**src/rtl/code_entry_ctrl_pkg.sv**
```systemverilog
// Shared encodings for the code entry controller and its display.
// Also sizes the shared hold/timeout/lockout timer.
package code_entry_ctrl_pkg;

  localparam logic [2:0] ST_IDLE    = 3'd0;
  localparam logic [2:0] ST_ENTRY   = 3'd1;
  localparam logic [2:0] ST_SUCCESS = 3'd2;
  localparam logic [2:0] ST_FAIL    = 3'd3;
  localparam logic [2:0] ST_LOCKOUT = 3'd4;

  localparam logic [1:0] STAT_IDLE = 2'b00;
  localparam logic [1:0] STAT_FAIL = 2'b01;
  localparam logic [1:0] STAT_OK   = 2'b10;

  function automatic int unsigned max3(
    input int unsigned a,
    input int unsigned b,
    input int unsigned c
  );
    int unsigned m;
    m = (a > b) ? a : b;
    return (m > c) ? m : c;
  endfunction

endpackage

```
**src/rtl/code_entry_ctrl_hold_timer.sv**
```systemverilog
// Loadable down-counter; done pulses in the last counted cycle.
// A load of N therefore spans exactly N cycles before done fires.
module hold_timer #(
  parameter int W = 8
) (
  input  logic         clk,
  input  logic         reset,
  input  logic         load,
  input  logic [W-1:0] load_val,
  output logic         done
);

  logic [W-1:0] cnt_q;
  logic [W-1:0] cnt_d;

  always_comb begin
    cnt_d = cnt_q;
    if (load) begin
      cnt_d = load_val;
    end else if (cnt_q != '0) begin
      cnt_d = cnt_q - W'(1);
    end
  end

  always_ff @(posedge clk or posedge reset) begin
    if (reset) begin
      cnt_q <= '0;
    end else begin
      cnt_q <= cnt_d;
    end
  end

  assign done = (cnt_q == W'(1));

endmodule

```
**src/rtl/code_entry_ctrl.sv**
```systemverilog
// Four-digit code entry FSM with timeout, result hold and lockout.
// One timer is shared, since only one of those waits is ever live.
module code_entry_ctrl
  import code_entry_ctrl_pkg::*;
#(
  parameter logic [15:0] CODE           = 16'h1234,
  parameter int unsigned HOLD_CYCLES    = 125000,
  parameter int unsigned TIMEOUT_CYCLES = 25000000,
  parameter int unsigned MAX_FAILS      = 3,
  parameter int unsigned LOCK_CYCLES    = 50000000
) (
  input  logic       clk,
  input  logic       reset,
  input  logic       digit_valid,
  input  logic [3:0] digit,
  input  logic       cancel,
  output logic [1:0] status,
  output logic [3:0] count,
  output logic       locked
);

  localparam int unsigned MAXC =
    max3(HOLD_CYCLES, TIMEOUT_CYCLES, LOCK_CYCLES);
  localparam int TW = $clog2(MAXC + 1);
  localparam int FW = $clog2(MAX_FAILS + 1);

  logic [2:0]    state_q, state_d;
  logic [1:0]    status_q, status_d;
  logic [3:0]    count_q, count_d;
  logic          locked_q, locked_d;
  logic [FW-1:0] fail_q, fail_d;
  logic [15:0]   digits_q, digits_d;

  logic          tmr_load;
  logic [TW-1:0] tmr_val;
  logic          tmr_done;

  hold_timer #(.W(TW)) u_timer (
    .clk      (clk),
    .reset    (reset),
    .load     (tmr_load),
    .load_val (tmr_val),
    .done     (tmr_done)
  );

  always_comb begin
    state_d  = state_q;
    status_d = status_q;
    count_d  = count_q;
    locked_d = locked_q;
    fail_d   = fail_q;
    digits_d = digits_q;
    tmr_load = 1'b0;
    tmr_val  = '0;
    unique case (state_q)
      ST_IDLE: begin
        if (digit_valid) begin
          digits_d = {12'h000, digit};
          count_d  = 4'd1;
          state_d  = ST_ENTRY;
          tmr_load = 1'b1;
          tmr_val  = TW'(TIMEOUT_CYCLES);
        end
      end
      ST_ENTRY: begin
        // Full code stored: evaluate before any new input.
        if (count_q == 4'd4) begin
          tmr_load = 1'b1;
          tmr_val  = TW'(HOLD_CYCLES);
          if (digits_q == CODE) begin
            status_d = STAT_OK;
            fail_d   = '0;
            state_d  = ST_SUCCESS;
          end else begin
            status_d = STAT_FAIL;
            if (fail_q != FW'(MAX_FAILS)) begin
              fail_d = fail_q + FW'(1);
            end
            state_d = ST_FAIL;
          end
        end else if (cancel) begin
          count_d = 4'd0;
          state_d = ST_IDLE;
        end else if (digit_valid) begin
          digits_d = {digits_q[11:0], digit};
          count_d  = count_q + 4'd1;
          tmr_load = 1'b1;
          tmr_val  = TW'(TIMEOUT_CYCLES);
        end else if (tmr_done) begin
          count_d = 4'd0;
          state_d = ST_IDLE;
        end
      end
      ST_SUCCESS: begin
        if (tmr_done) begin
          status_d = STAT_IDLE;
          count_d  = 4'd0;
          state_d  = ST_IDLE;
        end
      end
      ST_FAIL: begin
        if (tmr_done) begin
          status_d = STAT_IDLE;
          count_d  = 4'd0;
          if (fail_q == FW'(MAX_FAILS)) begin
            locked_d = 1'b1;
            state_d  = ST_LOCKOUT;
            tmr_load = 1'b1;
            tmr_val  = TW'(LOCK_CYCLES);
          end else begin
            state_d = ST_IDLE;
          end
        end
      end
      ST_LOCKOUT: begin
        if (tmr_done) begin
          locked_d = 1'b0;
          fail_d   = '0;
          state_d  = ST_IDLE;
        end
      end
      default: begin
        state_d  = ST_IDLE;
        status_d = STAT_IDLE;
        count_d  = 4'd0;
        locked_d = 1'b0;
      end
    endcase
  end

  always_ff @(posedge clk or posedge reset) begin
    if (reset) begin
      state_q  <= ST_IDLE;
      status_q <= STAT_IDLE;
      count_q  <= 4'd0;
      locked_q <= 1'b0;
      fail_q   <= '0;
      digits_q <= 16'h0000;
    end else begin
      state_q  <= state_d;
      status_q <= status_d;
      count_q  <= count_d;
      locked_q <= locked_d;
      fail_q   <= fail_d;
      digits_q <= digits_d;
    end
  end

  assign status = status_q;
  assign count  = count_q;
  assign locked = locked_q;

endmodule

```
**config.mk**
```make
export PLATFORM = sky130hd
export DESIGN_NAME = code_entry_ctrl
export DESIGN_NICKNAME = d
export VERILOG_FILES = /design/src/rtl/code_entry_ctrl_pkg.sv /design/src/rtl/code_entry_ctrl_hold_timer.sv /design/src/rtl/code_entry_ctrl.sv
export SDC_FILE = /design/constraint.sdc
export NUM_CORES = 1
export LEC_CHECK = 0
export CORE_MARGIN = 5
export CORE_UTILIZATION = 60
export DETAILED_ROUTE_END_ITERATION = 12
export GPL_TIMING_DRIVEN = 0
export PLACE_DENSITY = 0.8
export SYNTH_ARGS = -nofsm -noshare
export SYNTH_HDL_FRONTEND = slang
export SYNTH_SLANG_ARGS = --single-unit
```
**constraint.sdc**
```tcl
create_clock -name clk -period 6.9 [get_ports clk]
set_clock_uncertainty 0.15 [all_clocks]
set_input_delay 1.035 -clock clk [delete_from_list [all_inputs] [get_ports clk]]
set_output_delay 1.035 -clock clk [all_outputs]
set_load 0.02 [all_outputs]
```
After elaboration in Yosys (flattened, before gate mapping)
Index checks and enable logic that the tools add are counted.
Cells by class
  reductions and logical operators: 15
  $add $sub $neg: 3
  muxes and demuxes: 46
  bitwise gates (word level): 3
  eq/ne operators: 20
Operator list (number)
  2-to-1 mux 26 bit: 6
  one-hot mux 26 bit (3 select lines): 1
  2-to-1 mux 16 bit: 4
  one-hot mux 16 bit (2 select lines): 1
  equality test 26 x 1 -> 1 bit, second input constant: 1
  nonzero test 26 bit: 1
  subtractor 26 x 1 -> 26 bit, second input constant: 1
  2-to-1 mux 25 bit: 1
  2-to-1 mux 3 bit: 7
  2-to-1 mux 4 bit: 5
  inequality test 2 bit, second input constant: 9
  equality test 16 x 13 -> 1 bit, second input constant: 1
  one-hot mux 4 bit (4 select lines): 1
  2-to-1 mux 2 bit: 6
  one-hot mux 3 bit (4 select lines): 1
  2-to-1 mux 1 bit: 9
  AND reduction 3 bit: 3
  AND reduction 4 bit: 2
  equality test 3 x 2 -> 1 bit, second input constant: 2
  one-hot mux 1 bit (3 select lines): 2
  one-hot mux 2 bit (3 select lines): 1
  nonzero test 2 bit: 3
  OR reduction 2 bit: 3
  AND reduction 5 bit: 1
  other kinds (13): 15
Storage, ports and cells
  register bits: 54

Logic depth before layout (Yosys ltp)
Gate-level depths: netlist of run 1.
  depth after elaboration: 6
  gate-level depth with buffers: 9
  depth with buffers taken out: 7

Hierarchy
Synthesis of run 1 repeated with hierarchy kept, for this count alone.
Second synthesis, totals
  cells, all modules: 339
  area, all modules: 3236.9 um2
By module, submodules not included
  hold_timer: cells each 193, times used 1, area an instance 1760.4 um2
  code_entry_ctrl: cells each 146, times used 1, area an instance 1476.4 um2

Worst setup path after synthesis of run 1
No wires, ideal clock.
  path kind: register to register
  start: reg u_timer.cnt_q[14]
  end: reg u_timer.cnt_q[19]
  period minus slack after synthesis: 2.696 ns
  buffers on the path: 1
  data required time: 6.604 ns
  stages on the path, launching flop included: 7
  path slack: 4.204 ns
  data arrival time: 2.400 ns
  library setup time: 0.146 ns
  cell sequence: dfrtp_1 or4_1 buf_2 or4_4 or4_4 nand2_4 o211ai_1
On the way
  cells in the longest elaborated chain, start to end: 4
  elaborated cells between the ends (all ways): 10
  those cells by class: 1 x add/sub; 1 x eq/ne; 6 x mux; 2 x reduce/logical
Ends and longest elaborated chain
  from (decl): line code_entry_ctrl_hold_timer.sv:13  | logic [W-1:0] cnt_q;
  from (signal assigned): line code_entry_ctrl_hold_timer.sv:29  | cnt_q <= cnt_d;
  branches (longest 4 deep; another with subtractor 26 x 1 -> 26 bit)
Parallel ways; which one is timed is not known. The select of a mux whose other input is x is not followed.
A chain may end at the register's enable or synchronous reset.

Worst setup path after layout of run 1
  start: reg u_timer.cnt_q[14]
  end: reg u_timer.cnt_q[3]
On the way
  cells in the longest elaborated chain, start to end: 4
  elaborated cells between the ends (all ways): 8
  those cells by class: 1 x eq/ne; 5 x mux; 2 x reduce/logical
Ends and longest elaborated chain
  equality test 26 x 1 -> 1 bit: line code_entry_ctrl_hold_timer.sv:33  | assign done = (cnt_q == W'(1));
  2-to-1 mux 26 bit or 2-to-1 mux 1 bit (tied branches): line code_entry_ctrl.sv:102  | if (tmr_done) begin
  one-hot mux 26 bit (3 select lines) or one-hot mux 1 bit (3 select lines) (tied branches): line code_entry_ctrl.sv:55  | unique case (state_q)
  2-to-1 mux 26 bit or nonzero test 2 bit (tied branches)
Several ways; a longest one is shown, not always the timed one.

==> qor.csv, run 1 <==
stage,metric,value,unit
outcome,status,completed,
cells_and_area,final net count,349,
grt,gr usage total,22.2,%
die,Die Area,0.00645,mm²
synth,post-synth top area cell,dfrtp_1,
die,die extent in y,80.3,µm
route,DRT Pass-1 Iters,4,
synth,Post-synth EDFFs,0,
synth,#FFs+latches synth,54,
pwr,NetSw,492,µW
grt,global-route wire length before repair,11300,µm
synth,Post-synth ARST share,100,%
route,Remaining DRCs,0,
setup_path,crit-path max FO,10,
synth,Synth Area per Inst,9.47,µm²
sta,final hold vios,0,
setup_path,CP required,6.93,ns
setup_path,Worst setup EP type,flop,
sta,worst setup margin,3.81,ns
clock_network,CTS tree,built,
min_path,worst min-delay path class,reg2reg,
setup_path,CP cell instances,or4_1 -> buf_2 -> nor4_2 -> nand3_1 -> nand2_1 -> o31ai_1,
cells_and_area,diode count,0,
route,ANT nets after route,0,
clock_network,"Hold-fix buffers, CTS",0,
synth,syn nets,327,
setup_path,Top delay family on crit path,simple AND/OR/NAND/NOR gates,
die,Row Count,25,
cells_and_area,Finished Core Util,69.5,%
route,Via density,6.07,
sta,slew of the pin with the lowest slew margin,0.809,ns
sta,Final Cycle Share,44.7,%
synth,Unique masters post-synth,54,
synth,Main synth FF type,dfrtp_1,
route,"wirelength, routed",6420,µm
clock_network,clock buffer depth,2,
synth,Ys Warns,0,
placed_design,dpl cell area,0.00321,mm²
grt,GR Overflow Total,0,
sta,RSZ-0062 raised after global routing,false,
route,met3 wire length,357,µm
setup_path,Worst setup SP type,flop,
setup_path,CP bufs+invs,1,
die,initial cell density of the core,62.4,%
synth,synth cell count leaders,"dfrtp_1, nand2_1, o21ai_0",
clock_network,CTS Buf Count,5,
min_path,Hold Path Stages,2,
setup_path,critical path depth,6,
clock_network,Post-CTS Setup Inserts,0,
die,Die X,80.3,µm
sta,Setup TNS Final,0,ns
route,Metal-1 WL,2990,µm
grt,initial antenna violation count,0,
setup_path,reg2reg path depth,6,
setup_path,crit path kind,reg2reg,
flow_run,Max Cap Viol,0,
clock_network,H-tree depth,2,
placed_design,Post-DP HPWL,4580,µm
synth,cells after synthesis,313,
clock_network,post-CTS sizing,0,
grt,vias in the first global route,2451,
grt,largest net degree at the start of global routing,29,
pwr,LEAKAGE,0.00130,µW
synth,"Seq/Total Area, Yosys",45.6,%
route,top sig layer,met4,
synth,top post-synthesis cells by area,"dfrtp_1, nand2_1, xnor2_1",
pwr,Power Density,367,mW/mm²
synth,synthesized area,0.00297,mm²
setup_path,Critical-path top delay cell,nor4_2,
placed_design,Place WS,3.67,ns
clock_network,Clock Latency Late Sink,0.30,ns
cells_and_area,layout cells sized above 1,8.33,%
sta,setup violators final,0,
pwr,Flop pwr share,44.5,%
sta,Final Max Tran Viols,0,
clock_network,CTS sink count,54,
pwr,switch share,40.5,%
die,core area,0.00475,mm²
setup_path,critical path's largest stage delay,0.59,ns
placed_design,Placer Congestion,0.901,
cells_and_area,Syn-to-layout area delta,11.4,%
sta,Rel. slew slack,45.6,%
pwr,Worst VDD drop,208,µV
pwr,combinational group share of total power,40.5,%
pwr,Clock power frac,15.0,%
sta,Fmax,324,MHz
setup_path,CP arrival,3.12,ns
clock_network,clock root buffer master,clkbuf_8,
die,io pins,15,
clock_network,"CTS clk-pin slew, worst paths",0.10,ns
cells_and_area,final instance area,0.00330,mm²
sta,min cycle time layout,3.09,ns
synth,Synth top area share,45.6,%
route,DR WL/cell,15.9,µm
pwr,P_int,722,µW
placed_design,port bufs,14,
synth,top-count cell post-synth,dfrtp_1,
route,DR vias,2448,
route,metal2 WL,2960,µm
route,initial drt markers,252,
## final timing paths
kind | slack [ns] | endpoint | start
worst max register to register | 3.81 | u_timer.cnt_q[3] | u_timer.cnt_q[14]
min in group asynchronous | 0.95 | digits_q[9] | reset
worst min-delay path | 0.35 | digits_q[12] | digits_q[12]
max in group asynchronous | 5.09 | u_timer.cnt_q[12] | reset
worst max-delay path | 3.81 | u_timer.cnt_q[3] | u_timer.cnt_q[14]
worst min register to register | 0.35 | digits_q[12] | digits_q[12]
## worst register-to-register path: stages, from the launching register on
cell	delay, ns
dfrtp_1	0.44
or4_1	0.52
buf_2	0.18
nor4_2	0.59
nand3_1	0.52
nand2_1	0.45
o31ai_1	0.12
## power by group through the flow
stage	clock, µW	combinational [µW]	sequential (µW)
after floorplan	0	366	530
after global placement	0	475	541
after detailed placement	0	486	545
after CTS	187	491	539
after global routing	203	558	559
final	182	491	541
## stage by stage
step	std cells	hold slack [ns]	total power, µW
2_1_floorplan	313	0.291	895
3_3_place_gp	394	0.313	1020
3_5_place_dp	395	0.332	1030
4_1_cts	403	0.355	1220
5_1_grt	403	0.393	1320
6_report	403	0.352	1210
## layout by cell type (no fill, tap or decap), types with 3 or more instances in the layout
cell type        instances
nand2_1                 45
dfrtp_1                 54
o21ai_0                 22
nor3b_1                  5
ha_1                     6
and3_1                   3
mux2_2                   4
nor2b_1                  3
or3_1                    5
a22o_1                   3
clkbuf_1                11
xnor2_1                 18
nor4_1                  11
a21oi_1                 14
nor2_1                  16
nand4b_1                 4
o211ai_1                 8
or4_1                    5
nand3_1                  9
nor3_1                  11
clkdlybuf4s50_1         14
o31ai_1                  4
clkbuf_8                 6
inv_1                    8
## per-layer routing
layer	GRT usage (%)	vias up
li1	-	1201
met1	29.9	1159
met2	35.3	72
met3	4.48	16
met4	8.45	0
met5	0	-
## layout make-up
class | instances | area (µm²)
inverter | 9 | 33.8
multi-input combinational | 238 | 1530
clock buffer | 6 | 82.6
timing repair buffer | 15 | 160
clock inverter | 2 | 12.5
tap | 67 | 83.8
sequential | 54 | 1350
fill | 382 | 1450
buffer | 12 | 46.3
## sequential cells by signal, summed over array words and instances (netlist names)
signal and flops:
u_timer.cnt_q 26, digits_q 16, count 4, state_q 3, fail_q 2, status 2
locked 1
## cell families after synthesis
group,synth area share (%)
multiplexers,1.52
flip-flops,45.6
AO/OA/AOI/OAI,16.4
buffers and inverters,2.70
adder cells (fa/ha/maj),2.53
XOR/XNOR,5.32
AND/OR/NAND/NOR,25.9
Note: power is estimated with default switching activity, not from simulation.
==> inputs of run 2 (changes only) <==
CORE_UTILIZATION = 54   (was 60)
PLACE_DENSITY = 0.76   (was 0.8)
clock period = 2.51 ns   (was 6.9 ns; I/O delays follow)
==> run 2 against run 1 <==
Net effect:
- the flow now finishes with violations (setup timing)
- flip-flop and latch count stayed put
- first-iteration DRC count up 0.40%
- non-clock buffer count rose by 14
- largest power group is now combinational cells
- setup slack worse by 3.9 ns
- largest cell class unchanged
- highest routed layer unchanged
- final area up 8.9%
- via count rose by 7.1%
- count of clock-buffer cells in the layout fell by 1
- sequential power rose to 2.8 times the previous value
- hold slack worse by 0.11 ns
- maximum frequency grew 20%
==> qor.csv, run 2 (same netlist as run 1, synthesis figures left out) <==
stage,metric,value,unit,change
route,DRT Pass-1 Iters,4,,unchanged
flow_run,Max Cap Viol,0,,unchanged
sta,Fmax,388,MHz,was 324 MHz
route,ANT nets after route,0,,unchanged
setup_path,CP arrival,2.61,ns,was 3.12 ns
cells_and_area,Finished Core Util,66.6,%,was 69.5%
placed_design,Placer Congestion,0.939,,was 0.901
setup_path,Worst setup SP type,flop,,unchanged
pwr,Power Density,1000,mW/mm²,was 367 mW/mm²
setup_path,Worst setup EP type,flop,,unchanged
pwr,Clock power frac,14.5,%,was 15.0%
pwr,P_int,2080,µW,was 722 µW
pwr,NetSw,1530,µW,was 492 µW
route,DR WL/cell,17.2,µm,was 15.9 µm
cells_and_area,most frequent cells in the layout,"dfrtp_1, nand2_1, o21ai_0, xnor2_1, nor2_1",,unchanged
clock_network,clock buffer depth,2,,unchanged
sta,Setup TNS Final,-0.463,ns,was 0 ns
clock_network,CTS sink count,54,,unchanged
cells_and_area,layout cells sized above 1,17.7,%,was 8.33%
clock_network,CTS Buf Count,5,,unchanged
die,Die X,84.1,µm,was 80.3 µm
cells_and_area,final net count,364,,was 349
setup_path,CP required,2.55,ns,was 6.93 ns
die,initial cell density of the core,54.9,%,was 62.4%
grt,vias in the first global route,2626,,was 2451
route,Via density,6.20,,was 6.07
grt,gr usage total,21.2,%,was 22.2%
cells_and_area,Largest register FFs,26,,unchanged
pwr,Worst VDD drop,602,µV,was 208 µV
cells_and_area,FILL cells,420,,was 382
setup_path,worst r2r src,u_timer.cnt_q[20],,was u_timer.cnt_q[14]
cells_and_area,"commonest non-fill, non-tap cell in the layout",dfrtp_1,,unchanged
cells_and_area,diode count,0,,unchanged
sta,worst setup margin,-0.0659,ns,was 3.81 ns
cells_and_area,Syn-to-layout area delta,21.4,%,was 11.4%
sta,RSZ-0062 raised after global routing,true,,was false
route,DR vias,2623,,was 2448
sta,slew of the pin with the lowest slew margin,0.572,ns,was 0.809 ns
setup_path,crit path kind,reg2reg,,unchanged
pwr,LEAKAGE,0.00143,µW,was 0.00130 µW
placed_design,Post-DP HPWL,4750,µm,was 4580 µm
route,"wirelength, routed",7270,µm,was 6420 µm
cells_and_area,most flop-heavy register,u_timer.cnt_q,,unchanged
die,Row Count,27,,was 25
route,Remaining DRCs,0,,unchanged
sta,Final Cycle Share,103,%,was 44.7%
setup_path,reg2reg end,u_timer.cnt_q[15],,was u_timer.cnt_q[3]
outcome,status,finished with violations,,was completed
grt,initial antenna violation count,0,,unchanged
setup_path,reg2reg path depth,5,,was 6
die,io pins,15,,unchanged
sta,Final Max Tran Viols,0,,unchanged
sta,setup violators final,17,,was 0
min_path,worst min-delay path class,in2async,,was reg2reg
clock_network,"CTS clk-pin slew, worst paths",0.11,ns,was 0.10 ns
clock_network,CTS tree,built,,unchanged
die,core area,0.00541,mm²,was 0.00475 mm²
clock_network,clock root buffer master,clkbuf_8,,unchanged
sta,min cycle time layout,2.58,ns,was 3.09 ns
pwr,switch share,42.4,%,was 40.5%
grt,GR Overflow Total,0,,unchanged
clock_network,Clock Latency Late Sink,0.32,ns,was 0.30 ns
die,Die Area,0.00707,mm²,was 0.00645 mm²
pwr,combinational group share of total power,43.5,%,was 40.5%
grt,global-route wire length before repair,12400,µm,was 11300 µm
die,die extent in y,84.1,µm,was 80.3 µm
setup_path,crit-path max FO,4,,was 10
grt,largest net degree at the start of global routing,33,,was 29
placed_design,port bufs,14,,unchanged
pwr,Flop pwr share,42.0,%,was 44.5%
clock_network,"Hold-fix buffers, CTS",0,,unchanged
sta,final hold vios,0,,unchanged
outcome,failing checks,setup timing,,
setup_path,"reg-to-reg slack, setup",-0.07,ns,was 3.81 ns
route,initial drt markers,253,,was 252
clock_network,H-tree depth,2,,unchanged
sta,Rel. slew slack,61.8,%,was 45.6%
## run 2: layout make-up
cell class | count | area [µm²] | area share [%]
Timing Repair Buffer | 31 | 292 | 8.10
Clock buffer | 5 | 68.8 | 1.91
Inverter | 9 | 33.8 | 0.939
Tap cell | 72 | 90.1 | 2.50
Buffer | 10 | 47.5 | 1.32
Sequential cell | 54 | 1350 | 37.6
Clock inverter | 3 | 28.8 | 0.800
Multi-Input combinational cell | 239 | 1690 | 46.8
## run 2: power by group through the flow
stage          registers (µW)  clock network (µW)  logic [µW]
2_1_floorplan            1460                   0        1010
3_3_place_gp             1480                   0        1310
3_5_place_dp             1500                   0        1360
4_1_cts                  1480                 539        1470
5_1_grt                  1560                 579        1750
6_report                 1520                 525        1570
## run 2: metrics by stage
| stage | std cells | power [µW] | area, µm² | hold WS, ns | worst slack (ns) |
|---|---|---|---|---|---|
| final | 423 | 3610 | 3600 | 0.240 | -0.0659 |
| after floorplan | 313 | 2460 | 2970 | 0.291 | -0.00958 |
| after global placement | 399 | 2790 | 3200 | 0.306 | -0.454 |
| after CTS | 418 | 3490 | 3490 | 0.253 | -0.109 |
| after detailed placement | 400 | 2860 | 3220 | 0.323 | -0.461 |
| after global routing | 423 | 3890 | 3600 | 0.269 | -0.0796 |
## run 2: worst max-delay path, cell delays in order (launching register included)
cell      delay [ns]
dfrtp_1         0.40
or4_4           0.58
or4_4           0.56
or4_4           0.52
nand2_4         0.12
o211ai_1        0.09
## run 2: worst max-delay path by stage
| stage | from | end | depth (start not counted) |
|---|---|---|---|
| after floorplan | u_timer.cnt_q[15] | u_timer.cnt_q[19] | 6 |
| after global placement | u_timer.cnt_q[17] | u_timer.cnt_q[3] | 6 |
| after detailed placement | u_timer.cnt_q[15] | u_timer.cnt_q[3] | 6 |
| after CTS | u_timer.cnt_q[15] | u_timer.cnt_q[21] | 5 |
| after global routing | u_timer.cnt_q[20] | u_timer.cnt_q[22] | 5 |
| final | u_timer.cnt_q[20] | u_timer.cnt_q[15] | 5 |
## run 2: repair_timing
item / CTS / global route
buffers inserted: 11 / 5
setup endpoints to repair: 37 / 48
gates cloned: 1 / 0
gates resized for setup: 17 / 23
pin swaps: 9 / 16
## run 2: per-layer routing
layer / part of all wire (%) / GRT usage (%) / vias up
li1: - / - / 1234
met1: 44 / 27.9 / 1307
met2: 50 / 35.5 / 66
met3: 4.0 / 3.85 / 16
met4: 1.9 / 6.43 / 0
met5: 0 / 0 / -
==> inputs of run 3 (changes only) <==
CORE_ASPECT_RATIO = 0.8   (was default)
==> run 3 against run 2 <==
Net effect:
- the flow still finishes with violations (setup timing)
- final cell count fell by 0.95%
- register-to-register slack improved by 0.03 ns
- critical path type unchanged
- critical endpoint unchanged
- sequential share of layout area up 0.083 points
- maximum frequency increased by 1.3%
- combinational power hardly changed
- clock power shrank 4%
==> qor.csv, run 3 (same netlist as run 1, synthesis figures left out) <==
stage,metric,value,unit,change
cells_and_area,multi-input logic area,0.00168,mm²,was 0.00169 mm²
pwr,LEAKAGE,0.00144,µW,was 0.00143 µW
die,Row Count,24,,was 27
clock_network,CTS Buf Count,5,,unchanged
placed_design,Placer Congestion,0.878,,was 0.939
setup_path,CP required,2.53,ns,was 2.55 ns
route,DR WL/cell,17.1,µm,was 17.2 µm
cells_and_area,Largest register FFs,26,,unchanged
setup_path,crit-path max FO,4,,unchanged
sta,worst hold slack,0.266,ns,was 0.240 ns
cells_and_area,Syn-to-layout area delta,21.0,%,was 21.4%
cells_and_area,most frequent cells in the layout,"dfrtp_1, nand2_1, o21ai_0, xnor2_1, buf_4",,"was dfrtp_1, nand2_1, o21ai_0, xnor2_1, nor2_1"
sta,final hold vios,0,,unchanged
route,"wirelength, routed",7190,µm,was 7270 µm
min_path,worst min-delay path class,in2async,,unchanged
route,ANT nets after route,0,,unchanged
sta,slew of the pin with the lowest slew margin,0.581,ns,was 0.572 ns
cells_and_area,final instance area,0.00359,mm²,was 0.00360 mm²
grt,largest net degree at the start of global routing,34,,was 33
outcome,failing checks,setup timing,,unchanged
setup_path,Worst setup EP type,flop,,unchanged
route,DRT Pass-1 Iters,5,,was 4
die,Die X,92.9,µm,was 84.1 µm
die,io pins,15,,unchanged
route,DR vias,2573,,was 2623
sta,min cycle time layout,2.54,ns,was 2.58 ns
die,Die Area,0.00708,mm²,was 0.00707 mm²
grt,initial antenna violation count,0,,unchanged
sta,Fmax,393,MHz,was 388 MHz
flow_run,Max Cap Viol,0,,unchanged
sta,Final Max Tran Viols,0,,unchanged
clock_network,CTS sink count,54,,unchanged
setup_path,crit path kind,reg2reg,,unchanged
cells_and_area,diode count,0,,unchanged
placed_design,Place WS,-0.430,ns,was -0.461 ns
clock_network,"CTS clk-pin slew, worst paths",0.09,ns,was 0.11 ns
sta,worst setup margin,-0.0322,ns,was -0.0659 ns
clock_network,H-tree depth,2,,unchanged
cells_and_area,final net count,367,,was 364
cells_and_area,layout cells sized above 1,18.4,%,was 17.7%
clock_network,clock buffer depth,2,,unchanged
sta,Final Cycle Share,101,%,was 103%
route,initial drt markers,143,,was 253
die,core area,0.00538,mm²,was 0.00541 mm²
pwr,Worst VDD drop,429,µV,was 602 µV
cells_and_area,most flop-heavy register,u_timer.cnt_q,,unchanged
outcome,status,finished with violations,,unchanged
clock_network,CTS tree,built,,unchanged
die,die extent in y,76.3,µm,was 84.1 µm
sta,setup violators final,3,,was 17
setup_path,Worst setup SP type,flop,,unchanged
setup_path,CP arrival,2.57,ns,was 2.61 ns
placed_design,dpl cell area,0.00321,mm²,was 0.00322 mm²
grt,gr usage total,20.8,%,was 21.2%
cells_and_area,Finished Layout Cells,419,,was 423
sta,RSZ-0062 raised after global routing,true,,unchanged
cells_and_area,Reg area,0.00135,mm²,about the same
route,Via density,6.14,,was 6.20
grt,global-route wire length before repair,12000,µm,was 12400 µm
cells_and_area,"commonest non-fill, non-tap cell in the layout",dfrtp_1,,unchanged
die,initial cell density of the core,55.2,%,was 54.9%
cells_and_area,FILL cells,404,,was 420
clock_network,clock root buffer master,clkbuf_8,,unchanged
route,Remaining DRCs,0,,unchanged
clock_network,Clock Latency Late Sink,0.30,ns,was 0.32 ns
sta,Rel. slew slack,61.2,%,was 61.8%
pwr,Power Density,1000,mW/mm²,about the same
grt,GR Overflow Total,0,,unchanged
placed_design,Post-DP HPWL,4750,µm,about the same
placed_design,port bufs,14,,unchanged
placed_design,cell count after placement,393,,was 400
grt,vias in the first global route,2468,,was 2626
cells_and_area,Finished Core Util,66.7,%,was 66.6%
-- run 3: through the flow --
stage	TNS, ns	power [µW]
6_report	-0.0383	3590
5_1_grt	-0.619	3860
4_1_cts	-1.01	3460
3_5_place_dp	-8.87	2850
3_3_place_gp	-27.19	2800
2_1_floorplan	-0.0562	2460
-- run 3: path summary, 6_finish.rpt --
| kind | startpoint | endpoint | slack, ns | cells past startpoint |
|---|---|---|---|---|
| worst max-delay path | u_timer.cnt_q[15] | u_timer.cnt_q[15] | -0.03 | 5 |
| worst min-delay path | reset | digits_q[1] | 0.27 | 2 |
| worst max register to register | u_timer.cnt_q[15] | u_timer.cnt_q[15] | -0.03 | 5 |
| worst min register to register | digits_q[14] | digits_q[14] | 0.35 | 2 |
| max in group asynchronous | reset | fail_q[1] | 1.40 | 3 |
| min in group clk | digits_q[14] | digits_q[14] | 0.35 | 2 |
-- run 3: repair_timing --
item / 4_1_cts / 5_1_grt
resized for setup: 18 / 20
pin swaps: 14 / 6
endpoints found under the setup margin: 34 / 42
buffers inserted: 13 / 6
hold buffers: 0 / 0
gates cloned: 1 / 0
-- run 3: power by group --
group / switching, µW / internal, µW
Combinational: 869 / 693
Clock: 283 / 224
Sequential: 347 / 1170
-- run 3: per-layer routing --
layer	vias up	part of all wire [%]	global-route usage, %
met5	-	0	0
met4	0	0.70	3.51
met3	6	4.7	2.96
met2	79	46	31.6
met1	1253	49	31.9
li1	1235	-	-
-- run 3: cell type report --
| type | instances | area share [%] |
|---|---|---|
| Multi-Input combinational cell | 239 | 46.8 |
| Sequential cell | 54 | 37.7 |
| Timing Repair Buffer | 34 | 8.55 |
| Clock buffer | 7 | 2.41 |
| Tap cell | 65 | 2.27 |
| Buffer | 10 | 1.26 |
| Inverter | 9 | 0.942 |
| Clock inverter | 1 | 0.140 |
-- run 3: worst max-delay path: stages, from the launching register on --
cell and delay (ns):
dfrtp_1 0.40, or4_4 0.55, or4_4 0.54, or4_4 0.53
nand2_4 0.15, o211ai_1 0.09
